--- config.mk ---
export PLATFORM = sky130hd
export DESIGN_NAME = coin_draw_controller
export DESIGN_NICKNAME = d
export VERILOG_FILES = /design/src/rtl/coin_pkg.sv /design/src/rtl/sprite_scan_counter.sv /design/src/rtl/coin_draw_controller.sv
export SDC_FILE = /design/constraint.sdc
export NUM_CORES = 1
export LEC_CHECK = 0
export ABC_AREA = 1
export BUFFER_PORTS_ARGS = -buffer_cell sky130_fd_sc_hd__buf_4
export CORE_MARGIN = 2
export CORE_UTILIZATION = 58
export CTS_CLUSTER_SIZE = 16
export DETAILED_ROUTE_END_ITERATION = 8
export PLACE_DENSITY = 0.84
export SLEW_MARGIN = 20
export SYNTH_ARGS = -nofsm -noshare
export SYNTH_HDL_FRONTEND = slang
export SYNTH_SLANG_ARGS = --single-unit
--- constraint.sdc ---
create_clock -name clk -period 4.4 [get_ports clk]
set_input_delay 0.88 -clock clk [delete_from_list [all_inputs] [get_ports clk]]
set_output_delay 0.88 -clock clk [all_outputs]
set_load 0.01 [all_outputs]
--- src/rtl/coin_pkg.sv ---
// Shared constants, FSM encoding and pixel payload for the coin sprite drawer.
package coin_pkg;

  localparam int unsigned X_W       = 8;
  localparam int unsigned Y_W       = 7;
  localparam int unsigned COL_W     = 3;
  localparam int unsigned SCREEN_W  = 160;
  localparam int unsigned SCREEN_H  = 120;
  localparam int unsigned COIN_SIZE = 4;
  localparam int unsigned STEP      = 1;
  localparam int unsigned START_X   = 78;
  localparam int unsigned SCAN_W    = $clog2(COIN_SIZE);
  localparam int unsigned K_W       = 2 * SCAN_W;
  localparam int unsigned MAX_X     = SCREEN_W - COIN_SIZE;
  localparam int unsigned MAX_Y     = SCREEN_H - COIN_SIZE;

  localparam logic [COL_W-1:0] COLOUR_BG   = 3'b000;
  localparam logic [COL_W-1:0] COLOUR_COIN = 3'b110;

  typedef enum logic [2:0] {
    S_IDLE   = 3'd0,
    S_ERASE  = 3'd1,
    S_UPDATE = 3'd2,
    S_DRAW   = 3'd3,
    S_DONE   = 3'd4
  } state_t;

  typedef struct packed {
    logic             plot;
    logic [X_W-1:0]   x;
    logic [Y_W-1:0]   y;
    logic [COL_W-1:0] colour;
  } pixel_t;

endpackage

--- src/rtl/sprite_scan_counter.sv ---
// Row-major pixel index over a COIN_SIZE x COIN_SIZE sprite; wraps to 0 after the last pixel.
module sprite_scan_counter
  import coin_pkg::*;
(
  input  logic              clk,
  input  logic              rst_n,
  input  logic              clear,
  input  logic              enable,
  output logic [SCAN_W-1:0] col,
  output logic [SCAN_W-1:0] row,
  output logic              last
);

  logic [K_W-1:0] k;

  always_ff @(posedge clk or negedge rst_n) begin
    if (!rst_n) begin
      k <= '0;
    end else if (clear) begin
      k <= '0;
    end else if (enable) begin
      k <= k + K_W'(1);
    end
  end

  assign col  = k[SCAN_W-1:0];
  assign row  = k[K_W-1:SCAN_W];
  assign last = (k == {K_W{1'b1}});

endmodule

--- src/rtl/coin_draw_controller.sv ---
// Per-frame erase / step-down / redraw of the coin sprite on a one-pixel-per-clock write port.
module coin_draw_controller
  import coin_pkg::*;
(
  input  logic             clk,
  input  logic             resetn,
  input  logic             plot_req,
  input  logic             spawn,
  input  logic [X_W-1:0]   spawn_x,
  output logic [X_W-1:0]   vga_x,
  output logic [Y_W-1:0]   vga_y,
  output logic [COL_W-1:0] vga_colour,
  output logic             vga_plot,
  output logic             busy,
  output logic             done,
  output logic             missed,
  output logic [X_W-1:0]   coin_x,
  output logic [Y_W-1:0]   coin_y
);

  state_t            state, state_n;
  logic              pending, pending_n;
  logic              wrap, wrap_n;
  logic [X_W-1:0]    coin_x_n;
  logic [Y_W-1:0]    coin_y_n;
  logic              scan_clear, scan_en;
  logic [SCAN_W-1:0] col, row;
  logic              last;
  logic [K_W-1:0]    k_nxt;
  logic [Y_W:0]      y_sum;
  logic [X_W-1:0]    spawn_clamped;
  pixel_t            pix_n, pix_q;
  logic              busy_n, done_n, missed_n;

  sprite_scan_counter u_scan (
    .clk    (clk),
    .rst_n  (resetn),
    .clear  (scan_clear),
    .enable (scan_en),
    .col    (col),
    .row    (row),
    .last   (last)
  );

  assign y_sum         = {1'b0, coin_y} + (Y_W+1)'(STEP);
  assign spawn_clamped = (spawn_x > X_W'(MAX_X)) ? X_W'(MAX_X) : spawn_x;

  // Next state, position and pending flag
  always_comb begin
    state_n    = state;
    pending_n  = pending;
    wrap_n     = wrap;
    coin_x_n   = coin_x;
    coin_y_n   = coin_y;
    scan_clear = 1'b0;
    scan_en    = 1'b0;
    case (state)
      S_IDLE: begin
        scan_clear = 1'b1;
        if (spawn) begin
          coin_x_n = spawn_clamped;
          coin_y_n = '0;
        end
        if (spawn && plot_req) begin
          pending_n = 1'b1;
        end else if (plot_req || pending) begin
          state_n   = S_ERASE;
          pending_n = 1'b0;
        end
      end
      S_ERASE: begin
        scan_en   = 1'b1;
        pending_n = pending | plot_req;
        if (last) state_n = S_UPDATE;
      end
      S_UPDATE: begin
        pending_n = pending | plot_req;
        state_n   = S_DRAW;
        if (y_sum > (Y_W+1)'(MAX_Y)) begin
          coin_y_n = '0;
          wrap_n   = 1'b1;
        end else begin
          coin_y_n = y_sum[Y_W-1:0];
          wrap_n   = 1'b0;
        end
      end
      S_DRAW: begin
        scan_en   = 1'b1;
        pending_n = pending | plot_req;
        if (last) state_n = S_DONE;
      end
      S_DONE: begin
        pending_n = plot_req;
        state_n   = pending ? S_ERASE : S_IDLE;
      end
      default: state_n = S_IDLE;
    endcase
  end

  // Outputs are registered from the next state so the first write lands one cycle after the request
  always_comb begin
    k_nxt    = (state_n == state) ? ({row, col} + K_W'(1)) : '0;
    pix_n    = '0;
    busy_n   = (state_n != S_IDLE);
    done_n   = (state_n == S_DONE);
    missed_n = (state_n == S_DONE) && wrap;
    if (state_n == S_ERASE || state_n == S_DRAW) begin
      pix_n.plot   = 1'b1;
      pix_n.x      = X_W'({1'b0, coin_x_n} + (X_W+1)'(k_nxt[SCAN_W-1:0]));
      pix_n.y      = Y_W'({1'b0, coin_y_n} + (Y_W+1)'(k_nxt[K_W-1:SCAN_W]));
      pix_n.colour = (state_n == S_DRAW) ? COLOUR_COIN : COLOUR_BG;
    end
  end

  always_ff @(posedge clk or negedge resetn) begin
    if (!resetn) begin
      state   <= S_IDLE;
      pending <= 1'b0;
      wrap    <= 1'b0;
      coin_x  <= X_W'(START_X);
      coin_y  <= '0;
      pix_q   <= '0;
      busy    <= 1'b0;
      done    <= 1'b0;
      missed  <= 1'b0;
    end else begin
      state   <= state_n;
      pending <= pending_n;
      wrap    <= wrap_n;
      coin_x  <= coin_x_n;
      coin_y  <= coin_y_n;
      pix_q   <= pix_n;
      busy    <= busy_n;
      done    <= done_n;
      missed  <= missed_n;
    end
  end

  assign vga_plot   = pix_q.plot;
  assign vga_x      = pix_q.x;
  assign vga_y      = pix_q.y;
  assign vga_colour = pix_q.colour;

endmodule

==> metrics <==
outcome=complete, no violations; slowest stage cell, crit path=fa_1; Critical Path Source=spawn; Vias/cell=5.20; fillers=310; Antenna diodes=0; TritonCTS clock tree=done; Die X=66.9 um; wire per inst=12.8 um; Async S/R FF share, synth=100%; Initial Util=between 60% and 70%; max incr delay on CP=0.42 ns; Crit Path Category=input port to flip-flop; IO Port Bufs=47; clk_lat worst skew=0.29 ns; peak supply drop=0.167 mV; cell taking the most area after synthesis=dfrtp_1; WL final=4.75 mm; final core utilization=73.2%; Startpoint Class=input port; clock slew at reported path FFs=~0.08 ns; Core Area=3740 sq um; Yosys top cell area share=between 40% and 50%; R2R Path Start=state[2]; Multi-input gate area=~1000 sq um; largest net degree at the start of global routing=45; worst r2r dst=vga_y[4]; Mapped Cells=273; vias in the first global route=1832; area occupied by registers=1110 sq um; post-synthesis register bit count=44; Hold-fix buffers, CTS=0; Resized cells post-CTS=0; Worst Path Arrival=between 3 and 4 ns; DRT Pass-1 Iters=4; Post-CTS Setup Inserts=0; Synth area leaders=dfrtp_1 44%, nand2_1 9.8%, nor2_1 6.6%, inv_1 5.6%, dfstp_2 4.6%; Hold Path Stages=2; Max-slew headroom=60.7%; GR Overflow Total=0; HP Class=flip-flop to flip-flop; layout cells sized above 1=between 20% and 30%; final net count=about 340; clock root cell=clkbuf_8; Power, Total=661 uW; critical path required time=4.59 ns; Distinct cells, synth=39; Syn. warnings=0; total CTS buffers=5; Most common cell on crit path=nand2_1; gr usage total=24.2%; post-route insts no fill=about 370; Clock Path Buffers=2; Site Rows=22; initial antenna violation count=0; CP endpoint kind=flip-flop; area grow syn2layout=19.6%; HPWL Detailed=3.63 mm; Period minus WS final=roughly 3.0 ns; final hold viol count=0; Seq/Total Area, Yosys=48.3%; GP Congestion=0.815; fmax=between 300 and 400 MHz; Syn Nets=294; remaining antenna violation count=0; I/O pins=49; global-route wire length before repair=8.01 mm; Worst Reg-to-Reg Cells=14; # DRC=0; crit path cell chain=buf_4, nand2_1, inv_1, nor3_1, nand2_1, and3_1, a21boi_1, nor2_1, ha_1, fa_1, a21boi_0, nand2_1, nand2_1, nand2_1, nor2_1; flop2flop setup slack=1.44 ns; final setup fails=0; Final TNS setup=0 ns; Pleak=1.46 nW; end point of the critical path=vga_y[4]; pwr dens=241 nW/um^2; max_cap viols=0; vias after detailed routing=1929; H-tree depth=2; RSZ-0062 raised after global routing=false; Worst-Margin Slew=about 0.58 ns; Synth Flop Type=dfrtp_1; DRT iter0 DRCs=127; final slew viol count=0; Clock Sink Count=44; Die H=66.9 um; placed cell count=363; Syn Area/Cell=8.40 sq um; Max FO, Critical Path=9; Clock Skew=around 0.0096 ns; Mapped Area=2290 sq um; period utilization=68.7%; die area=4470 sq um; Post-synth EDFFs=0
[how the worst min path moves through the flow]
stage,endpoint,from
after floorplan,missed,wrap
after global placement,missed,wrap
after detailed placement,missed,wrap
after CTS,missed,wrap
after global routing,missed,wrap
final,missed,wrap
[synthesized netlist by cell type (2+ instances only)]
cell type / n
inv_2: 3
inv_1: 34
nor2_2: 2
a21boi_0: 2
nor2_4: 3
nand2_2: 2
fa_1: 2
buf_4: 3
dfrtp_1: 40
a21oi_1: 10
ha_1: 7
xor2_1: 2
o21ai_0: 10
nand4_1: 5
nor3_1: 2
nand2_4: 2
or2_2: 2
nand3_1: 19
nand2_1: 60
nor2_1: 40
buf_6: 2
dfstp_2: 4
[layout make-up]
cell class              count  share of cell area, %
well taps                  48                   2.19
flip-flops and latches     44                   40.3
multi-input cells         186                   36.3
repair buffers             47                   12.9
clock buffers               7                   2.78
inverters                  38                   5.29
clock inverters             1                  0.183
[routing by layer]
layer | global-route usage (%) | up-vias | routed length, um
met5 | 0 | - | 0
met4 | 7.91 | 0 | 55
met2 | 43.5 | 49 | 2470
li1 | - | 957 | -
met1 | 28.6 | 916 | 2030
met3 | 5.07 | 7 | 192
[power breakdown]
group	total [mW]	internal (mW)	leakage, nW	switching [mW]
registers	0.404	0.404	0.538	0.000000205
clock network	0.237	0.111	0.0422	0.126
logic	0.0199	0.00732	0.876	0.0126
[cells in the final DEF (no fill, tap or decap), types with 3 or more instances in the layout]
cell type / n
buf_4: 47
dfrtp_1: 40
ha_1: 7
inv_2: 3
a21oi_1: 10
nor2_1: 40
nand2_1: 60
nand4_1: 5
nor2_4: 3
dfstp_2: 4
o21ai_0: 10
clkbuf_8: 5
nand3_1: 19
inv_1: 34
[sequential cells by signal, summed over array words and instances, names as in the netlist]
name        cells
state           3
pending         1
vga_plot        1
vga_y           7
coin_y          7
missed          1
done            1
vga_x           8
coin_x          8
wrap            1
u_scan.k        4
busy            1
vga_colour      1
[critical path: cells and delay by family]
family / cells / cell delay, ns
adder cells (fa/ha/maj): 2 / 0.65
AND/OR/NAND/NOR: 9 / 1.03
AO/OA/AOI/OAI: 2 / 0.49
buffers and inverters: 2 / 0.17
[metrics by stage]
step | instance area [sq um] | hold WS, ns | setup slack, ns
CTS | 2740 | 0.527 | 1.39
global route | 2740 | 0.578 | 1.16
finish | 2740 | 0.530 | 1.38
global placement | 2660 | 0.478 | 1.24
floorplan | 2290 | 0.460 | 1.50
detailed placement | 2660 | 0.526 | 1.10
[cells by family after synthesis]
logic type	share of synthesized area (%)
fa+ha+maj	5.57
simple gates	28.5
xor+xnor	1.15
flops	48.3
buf+inv	8.30
compound gates	8.08
other cells	0.164
No activity file was read; power rests on OpenSTA's default activity.
